## config.mk

```make
export PLATFORM = sky130hd
export DESIGN_NAME = alu_muldiv
export DESIGN_NICKNAME = d
export VERILOG_FILES = /design/src/rtl/alu_muldiv.sv
export SDC_FILE = /design/constraint.sdc
export NUM_CORES = 1
export LEC_CHECK = 0
export CORE_ASPECT_RATIO = 1.5
export CORE_MARGIN = 4
export CORE_UTILIZATION = 45
export CTS_CLUSTER_DIAMETER = 150
export DETAILED_ROUTE_END_ITERATION = 12
export DONT_BUFFER_PORTS = 1
export MAX_ROUTING_LAYER = met4
export REMOVE_ABC_BUFFERS = 1
export SYNTH_ARGS = -nofsm -noshare
export SYNTH_HDL_FRONTEND = slang
export SYNTH_SLANG_ARGS = --single-unit
```

## constraint.sdc

```tcl
create_clock -name clk -period 4.5 [get_ports clk]
set_input_delay 0.675 -clock clk [delete_from_list [all_inputs] [get_ports clk]]
set_output_delay 0.675 -clock clk [all_outputs]
set_load 0.02 [all_outputs]
```

## src/rtl/alu_muldiv.sv

```systemverilog
// alu_muldiv -- iterative RISC-V M-extension multiply/divide unit.
//
// Each operation is captured once and then processed one bit per clock
// (radix-2). Multiplies use shift-add, divides use restoring division.
// Both work on operand magnitudes, and a final cycle applies the sign.
// An operation is accepted in IDLE. Iterations run in CALC. The result is
// held in DONE until the consumer takes it.
//
// Latency: an ordinary operation shows out_valid DATA_WIDTH+1 edges after
// the accepting edge. That is DATA_WIDTH iterations plus one sign-fix cycle.
// Special cases do no iterations: they show out_valid one edge after
// acceptance. The special cases are divide-by-zero, signed overflow and,
// with division disabled, every divide op.
//
// Build option: define ALU_MULDIV_DIV_EN to include the divider. When it is
// undefined, ops 1xx return 0 with DivByZero=0 and no divider is built.
//
// Ports:
//   clk        rising-edge clock
//   reset      asynchronous active-low reset
//   flush      synchronous abort; has priority over acceptance
//   in_valid   SrcA/SrcB/Operation valid
//   in_ready   unit idle and able to accept
//   SrcA, SrcB operands
//   Operation  funct3: MUL, MULH, MULHSU, MULHU, DIV, DIVU, REM, REMU
//   out_valid  result valid (DONE state)
//   out_ready  consumer takes the result
//   ALUResult  result; zero whenever out_valid is low
//   DivByZero  result came from a divide/remainder by zero
module alu_muldiv #(
  parameter int DATA_WIDTH    = 32,
  parameter int OPCODE_LENGTH = 3
) (
  input  logic                     clk,
  input  logic                     reset,
  input  logic                     flush,
  input  logic                     in_valid,
  output logic                     in_ready,
  input  logic [DATA_WIDTH-1:0]    SrcA,
  input  logic [DATA_WIDTH-1:0]    SrcB,
  input  logic [OPCODE_LENGTH-1:0] Operation,
  output logic                     out_valid,
  input  logic                     out_ready,
  output logic [DATA_WIDTH-1:0]    ALUResult,
  output logic                     DivByZero
);

  localparam int W  = DATA_WIDTH;
  localparam int CW = $clog2(W + 1);
  localparam logic [CW-1:0] LAST = CW'(W);

  typedef enum logic [1:0] {IDLE, CALC, DONE} state_t;

  state_t          state, state_next;
  logic [CW-1:0]   count;
  logic [2:0]      op_reg;
  logic [W-1:0]    p_hi;        // product high half / partial remainder
  logic [W-1:0]    p_lo;        // multiplier->product low / dividend->quotient
  logic [W-1:0]    mcand;       // multiplicand or divisor magnitude
  logic            neg_reg;     // final result must be negated
  logic            special_reg; // p_lo already holds the final result
  logic            dbz_pend;
  logic [W-1:0]    result_reg;

  // ---------------- operand decode at acceptance ----------------
  logic [2:0]   op_in;
  logic         accept;
  logic         a_signed, b_signed, a_neg, b_neg, neg_in;
  logic [W-1:0] a_mag, b_mag;
  logic         special_in, dbz_in;
  logic [W-1:0] special_val;

  assign op_in    = Operation[2:0];
  assign accept   = (state == IDLE) && in_valid && !flush;
  assign a_signed = (op_in == 3'b001) || (op_in == 3'b010) ||
                    (op_in == 3'b100) || (op_in == 3'b110);
  assign b_signed = (op_in == 3'b001) || (op_in == 3'b100) || (op_in == 3'b110);
  assign a_neg    = a_signed && SrcA[W-1];
  assign b_neg    = b_signed && SrcB[W-1];
  assign a_mag    = a_neg ? ('0 - SrcA) : SrcA;
  assign b_mag    = b_neg ? ('0 - SrcB) : SrcB;
  // Remainder takes the dividend's sign; everything else takes the sign of a xor b.
  assign neg_in   = (op_in[2] && op_in[1]) ? a_neg : (a_neg ^ b_neg);

`ifdef ALU_MULDIV_DIV_EN
  logic b_zero, ovf;
  assign b_zero      = (SrcB == '0);
  // Most-negative / -1 on signed ops only (funct3 bit 0 clear).
  assign ovf         = !op_in[0] && (SrcA == {1'b1, {(W-1){1'b0}}}) && (SrcB == '1);
  assign special_in  = op_in[2] && (b_zero || ovf);
  assign dbz_in      = op_in[2] && b_zero;
  assign special_val = b_zero ? (op_in[1] ? SrcA : '1)
                              : (op_in[1] ? '0   : SrcA);
`else
  assign special_in  = op_in[2];
  assign dbz_in      = 1'b0;
  assign special_val = '0;
`endif

  // ---------------- one radix-2 step ----------------
  logic [W:0]   mul_sum;
  logic [W-1:0] step_hi, step_lo;

  assign mul_sum = {1'b0, p_hi} + (p_lo[0] ? {1'b0, mcand} : '0);

`ifdef ALU_MULDIV_DIV_EN
  logic [W:0]   div_shift;
  logic [W+1:0] div_diff;
  logic         div_ok;
  assign div_shift = {p_hi, p_lo[W-1]};
  assign div_diff  = {1'b0, div_shift} - {2'b00, mcand};
  assign div_ok    = !div_diff[W+1];   // no borrow: divisor fits
  always_comb begin
    step_hi = mul_sum[W:1];
    step_lo = {mul_sum[0], p_lo[W-1:1]};
    if (op_reg[2]) begin
      step_hi = div_ok ? div_diff[W-1:0] : div_shift[W-1:0];
      step_lo = {p_lo[W-2:0], div_ok};
    end
  end
`else
  assign step_hi = mul_sum[W:1];
  assign step_lo = {mul_sum[0], p_lo[W-1:1]};
`endif

  // ---------------- sign fix / result select ----------------
  logic [2*W-1:0] prod, prod_fix;
  logic [W-1:0]   mul_res, div_res, final_res;

  assign prod     = {p_hi, p_lo};
  assign prod_fix = neg_reg ? ('0 - prod) : prod;
  assign mul_res  = (op_reg[1:0] == 2'b00) ? prod_fix[W-1:0] : prod_fix[2*W-1:W];

`ifdef ALU_MULDIV_DIV_EN
  assign div_res  = op_reg[1] ? (neg_reg ? ('0 - p_hi) : p_hi)
                              : (neg_reg ? ('0 - p_lo) : p_lo);
`else
  assign div_res  = '0;
`endif

  assign final_res = special_reg ? p_lo : (op_reg[2] ? div_res : mul_res);

  // ---------------- FSM ----------------
  always_ff @(posedge clk or negedge reset) begin
    if (!reset) state <= IDLE;
    else        state <= state_next;
  end

  always_comb begin
    state_next = state;
    case (state)
      IDLE:    if (in_valid) state_next = CALC;
      CALC:    if (count == LAST) state_next = DONE;
      DONE:    if (out_ready) state_next = IDLE;
      default: state_next = IDLE;
    endcase
    if (flush) state_next = IDLE;
  end

  // ---------------- datapath ----------------
  always_ff @(posedge clk or negedge reset) begin
    if (!reset) begin
      count       <= '0;
      op_reg      <= '0;
      p_hi        <= '0;
      p_lo        <= '0;
      mcand       <= '0;
      neg_reg     <= 1'b0;
      special_reg <= 1'b0;
      dbz_pend    <= 1'b0;
      result_reg  <= '0;
    end else if (flush) begin
      count      <= '0;
      result_reg <= '0;
      dbz_pend   <= 1'b0;
    end else if (accept) begin
      op_reg      <= op_in;
      p_hi        <= '0;
      p_lo        <= special_in ? special_val : (op_in[2] ? a_mag : b_mag);
      mcand       <= op_in[2] ? b_mag : a_mag;
      neg_reg     <= neg_in;
      special_reg <= special_in;
      dbz_pend    <= dbz_in;
      // Special cases jump straight to the final cycle.
      count       <= special_in ? LAST : '0;
    end else if (state == CALC) begin
      if (count == LAST) begin
        result_reg <= final_res;
      end else begin
        p_hi  <= step_hi;
        p_lo  <= step_lo;
        count <= count + 1'b1;
      end
    end else if (state == DONE && out_ready) begin
      count      <= '0;
      result_reg <= '0;
      dbz_pend   <= 1'b0;
    end
  end

  assign in_ready  = (state == IDLE);
  assign out_valid = (state == DONE);
  assign ALUResult = out_valid ? result_reg : '0;
  assign DivByZero = out_valid && dbz_pend;

endmodule
```

# Word level (Yosys, flattened, before mapping)
# Index checks and enable logic that the tools add are counted.
# W data, S select, Z words.
# word_totals
register_bits,142
latch_bits,0
ramBits,0
mem_bits_ro,0
input_bits,72
output_inout_bits,35
memories,0
# op_classes
n_addsub,5
multipliers,0
div_mod_pow,0
magnitude_cmp,0
eq_ne,14
shift,0
n_mux,37
bitwise_logic,2
reduce_logical,25
# ops
cell,n
$mux W32,20
$mux W64,1
$sub A1 B32 Y32 const A,2
$sub A1 B64 Y64 const A,1
$mux W6,6
$add A32 B32 Y33,1
$ne A3 B3 Y1 const B,3
$reduce_and A3 Y1,3
$mux W2,4
$logic_and A1 B1 Y1,7
$add A6 B1 Y6 const B,1
$eq A3 B3 Y1 const B,2
$eq A6 B6 Y1 const B,1
$pmux W2 S3,1
$reduce_and A2 Y1,3
$reduce_bool A3 Y1,2
$logic_or A1 B1 Y1,5
$mux W1,5
$logic_not A2 Y1,2
$ne A2 B2 Y1 const B,2
$ne A4 B4 Y1 const B,1
$reduce_bool A4 Y1,1
$eq A3 B1 Y1 const B,1
$eq A3 B2 Y1 const B,1
7 further kinds,7

# Logic depth before layout (Yosys ltp)
# depth
word_depth,9
depth_mapped,14
ltp_nobuf,12

# Worst setup path before layout
# No wires, ideal clock.
# synth_timing
path_kind,reg-to-reg
startpoint,reg p_lo[0]
endpoint,reg p_hi[23]
setup_ps,69
arrival_time_ps,3209
t_required_ps,4431
path_slack_ps,1222
stages_incl_launch_ff,15
n_path_buf,2
synth_period_minus_slack_ps,3278
path_cell_list,dfrtp_1 -> clkbuf_1 -> clkbuf_1 -> and2_1 -> ha_1 -> inv_1 -> fa_1 -> nand2b_1 -> a21oi_1 -> o211ai_1 -> a31oi_1 -> a21bo_2 -> a21oi_1 -> or4b_2 -> nand3_1
# synth_via
elab_chain_cells,5
# synth_lines
item,line_no,source
start: declaration,58,logic [W-1:0] p_lo;
start signal: assignment,179,p_lo <= special_in ? special_val : (op_in[2] ? a_mag : b_mag);
start signal: assignment,191,p_lo <= step_lo;
$mux W32,104,"assign mul_sum = {1'b0, p_hi} + (p_lo[0] ? {1'b0, mcand} : '0);"
$add A32 B32 Y33,104,
$mux W32,187,if (count == LAST) begin
$mux W32,186,end else if (state == CALC) begin
$mux W32,176,end else if (accept) begin
end signal: assignment,190,p_hi <= step_hi;
end: declaration,57,logic [W-1:0] p_hi;
# No other way between the ends. The select of a mux whose other input is x is not followed.
# A chain may end at the register's enable or synchronous reset.

# Final worst setup path
# layout_timing
startpoint,reg p_lo[0]
endpoint,reg p_hi[24]
# The elaborated chain is that of the path after synthesis.

==> Implementation_results.wiki <==
{| class="wikitable"
! Metric !! Value
|-
| Run status || finished, final reports clean
|-
| Number of clock sinks || 140
|-
| Unrepaired setup endpoints after global routing || no
|-
| Number of nets in the layout || around 1.5k
|-
| Power density over the cells || around 500 nW/um2
|-
| Critical Path End Type || flop
|-
| Post-cts resize count || 0
|-
| Clock-pin slew on the worst setup and hold paths || around 60 ps
|-
| Most frequent cell on the critical path || sky130_fd_sc_hd__a211oi_1
|-
| Half-perimeter wire length after placement || 26,500 um
|-
| Gate count after technology mapping || approximately 1.4k
|-
| Initial DRC Count || ~800
|-
| CP bufs+invs || 0
|-
| Final Hold Viols || 0
|-
| Max-Slew Margin vs Limit || 0.355
|-
| Area occupied by registers || approximately 3500 um2
|-
| Number of buffers inserted during clock tree synthesis || 17
|-
| Via density || roughly 6
|-
| Maximum level of the CTS H-tree || 4
|-
| Synth Area in Compound Gates || 0.251
|-
| Type of the worst min-delay path || in -> async
|-
| Total Routing Usage GR || 0.262
|-
| CP max stage delay || around 940 ps
|-
| Total iterations of the first detailed-routing run || 8
|-
| Count of maximum capacitance violations || 0
|-
| Yosys top cell area share || 0.313
|-
| Area added between synthesis and finish || 8.77%
|-
| CP Class || reg -> reg
|-
| Maximum fanout count along the critical path || 36
|-
| Mapped Avg Cell Area || between 8 and 9 um2
|-
| XOR/XNOR Fraction of Synth Area || 0.0932
|-
| Number of antenna violations at the first check in global routing || 0
|-
| Post-synth top flop || sky130_fd_sc_hd__dfrtp_1
|-
| Most common cell after layout, fill and taps aside || sky130_fd_sc_hd__nand2_1
|-
| Actual transition at the worst max-transition pin || between 900 and 1000 ps
|-
| Clk_skew || 10.6 ps
|-
| Maximum vdd drop || just over 300 uV
|-
| Multi-input logic area || 7300 um2
|-
| Via count of the first global-routing pass || 10.1k
|-
| Synth Area in Simple Gates || 0.228
|-
| Required time reported for the critical path endpoint || about 4900 ps
|-
| Final RePlAce weighted congestion || around 0.97
|-
| Count of vias placed by the detailed router || between 10k and 15k
|-
| Count of final setup violators || 0
|-
| Setup Fix Bufs, Post-CTS || 0
|-
| Leakage power of the design || approximately 5.3 nW
|-
| Post-Syn Area || ~11,000 um2
|-
| Global-route wire length before repair || around 55,000 um
|-
| Cell taking the most area after synthesis || sky130_fd_sc_hd__dfrtp_1
|-
| Share of synthesized area spent on multiplexers || 0.0352
|-
| Number of buffers between clock root and the deepest sink || 2
|-
| Clock latency of the later-clocked register in the worst-skew pair || 440 ps
|-
| Worst hold slack || 229 ps
|-
| Final Instance Area || 12,200 um2
|-
| Layout cells sized above 1 || 0.0629
|-
| Top-level port count || about 110
|-
| Total Neg Setup Slack || 0 ps
|-
| Total placed instance area || around 11,000 um2
|-
| CP max-delay cell || sky130_fd_sc_hd__dfrtp_1
|-
| CP Launch Type || flop
|-
| Y dimension of the die || between 200 and 250 um
|-
| Most used cells in the layout excluding fill and tap cells || sky130_fd_sc_hd__nand2_1 (152), sky130_fd_sc_hd__dfrtp_1 (139), sky130_fd_sc_hd__o21ai_0 (132)
|-
| Overall routed net length || roughly 34,000 um
|-
| Clock Root Buffer || sky130_fd_sc_hd__clkbuf_16
|-
| Share of synthesized registers carrying an async set or reset || 1.00
|-
| Post-synth EDFFs || 0
|-
| Count of antenna diodes in the layout || 0
|-
| Yosys synthesis warning count || 0
|-
| DRC Markers || 0
|-
| Cells along the critical path || and2_1, ha_1, a211oi_1, o21bai_1, a21oi_1, a211oi_1, o21ai_0, a21boi_0, or4_1, nand3_1
|-
| Total core area || between 20,000 and 25,000 um2
|-
| Final-layout fill cell count || about 2.4k
|-
| Initial Util || 0.458
|-
| Kind of cell adding the most delay to the critical path || compound AO/OA/AOI/OAI gates
|-
| Maximum frequency from static timing analysis || roughly 260 MHz
|-
| Die span in x || about 140 um
|-
| Largest cells by area after synthesis || sky130_fd_sc_hd__dfrtp_1 (31%), sky130_fd_sc_hd__o21ai_0 (5.9%), sky130_fd_sc_hd__nand2_1 (5.1%)
|-
| Count of nets left with antenna violations after detail routing || 0
|-
| Maximum number of pins on one net before global-route repair || between 100 and 150
|-
| Final worst path period need || between 3000 and 4000 ps
|-
| Number of library cell types mapped by synthesis || 76
|-
| TritonCTS clock tree || yes
|-
| Final worst-path cycle share || 0.864
|-
| Gr ovfl total || 0
|-
| Core Rows || 70
|-
| Flops & latches, synth || 140
|-
| Number of pins exceeding their max-slew limit in the final report || 0
|-
| Combinational family with the most area after synthesis || compound AO/OA/AOI/OAI gates
|-
| Fraction of the yosys area taken by sequential cells || 0.313
|-
| Adder and majority cell fraction of the synthesized area || 0.0432
|-
| Number of buffers added on ports || 0
|-
| CP Data Arrival Time || ~4300 ps
|-
| Floorplan die area || between 20,000 and 30,000 um2
|-
| Average wire per cell in the routed design || between 20 and 25 um
|}
## Yosys cell counts, types with 34 or more instances
master / count
sky130_fd_sc_hd__nor3_1: 34
sky130_fd_sc_hd__mux2i_1: 36
sky130_fd_sc_hd__and2_1: 67
sky130_fd_sc_hd__o21ai_0: 132
sky130_fd_sc_hd__dfrtp_1: 140
sky130_fd_sc_hd__nand3_1: 45
sky130_fd_sc_hd__a21oi_1: 106
sky130_fd_sc_hd__xnor2_1: 56
sky130_fd_sc_hd__clkbuf_1: 64
sky130_fd_sc_hd__xor2_1: 63
sky130_fd_sc_hd__ha_1: 37
sky130_fd_sc_hd__nor2_1: 89
sky130_fd_sc_hd__nand2_1: 153
## report_power, final
group / switching (W) / leakage, nW / internal [W] / total, W
sequential: 0.000512 / 1.85 / 0.00153 / 0.00204
combinational: 0.00151 / 3.13 / 0.000984 / 0.00250
clock: 0.000548 / 0.319 / 0.00102 / 0.00157
## worst paths after layout
path	cells after the start	slack [ps]	end	start
max	10	610	p_hi[24]$_DFFE_PN0P_	p_lo[0]$_DFFE_PN0P_
min	1	230	p_hi[8]$_DFFE_PN0P_	reset
max reg2reg	10	610	p_hi[24]$_DFFE_PN0P_	p_lo[0]$_DFFE_PN0P_
min reg2reg	2	460	result_reg[21]$_DFFE_PN0P_	result_reg[21]$_DFFE_PN0P_
max in group asynchronous	1	3730	mcand[28]$_DFFE_PN0P_	reset
min in group clk	2	360	op_reg[0]$_DFFE_PN0P_	Operation[0]
## cell type report
class	instances	share of cell area
Multi-Input combinational cell	1145	0.600
Sequential cell	140	0.288
Clock buffer	21	0.0387
Tap cell	324	0.0333
Timing Repair Buffer	23	0.0158
Clock inverter	11	0.0155
Inverter	27	0.00833
## cells by family (layout without fill, tap and decap cells)
family / count (synthesis) / in the layout
compound gates: 444 / 444
xor+xnor: 119 / 119
fa+ha+maj: 38 / 38
buf+inv: 107 / 82
flops: 140 / 140
mux: 39 / 39
other cells: 1 / 1
simple gates: 504 / 504
## per-layer routing
layer | GRT usage | wire [um]
met1 | 0.339 | 14600
met2 | 0.419 | 16600
met3 | 0.0330 | 1900
met4 | 0.100 | 1140
met5 | - | 0
## timing repair
item	in CTS	in global routing
hold buffers	1	0
endpoints found under the setup margin	0	0
hold endpoints to repair	140	0
## metrics by stage
step	power (W)	instances	utilization	setup WS, ps
2_1_floorplan	0.00369	1312	-	110
3_3_place_gp	0.00448	1658	0.470	790
3_5_place_dp	0.00449	1658	0.470	626
4_1_cts	0.00610	1691	0.498	604
5_1_grt	0.00653	1691	0.498	168
6_report	0.00611	1691	0.498	614
## worst register-to-register path: cells and delay by family, from the launching register on
family                     cells  cell delay (ps)
AOI/OAI and AO/OA              6             1750
DFF                            1              940
and+or+nand+nor                3              840
adders and majority gates      1              300
Note: power is estimated with default switching activity, not from simulation.
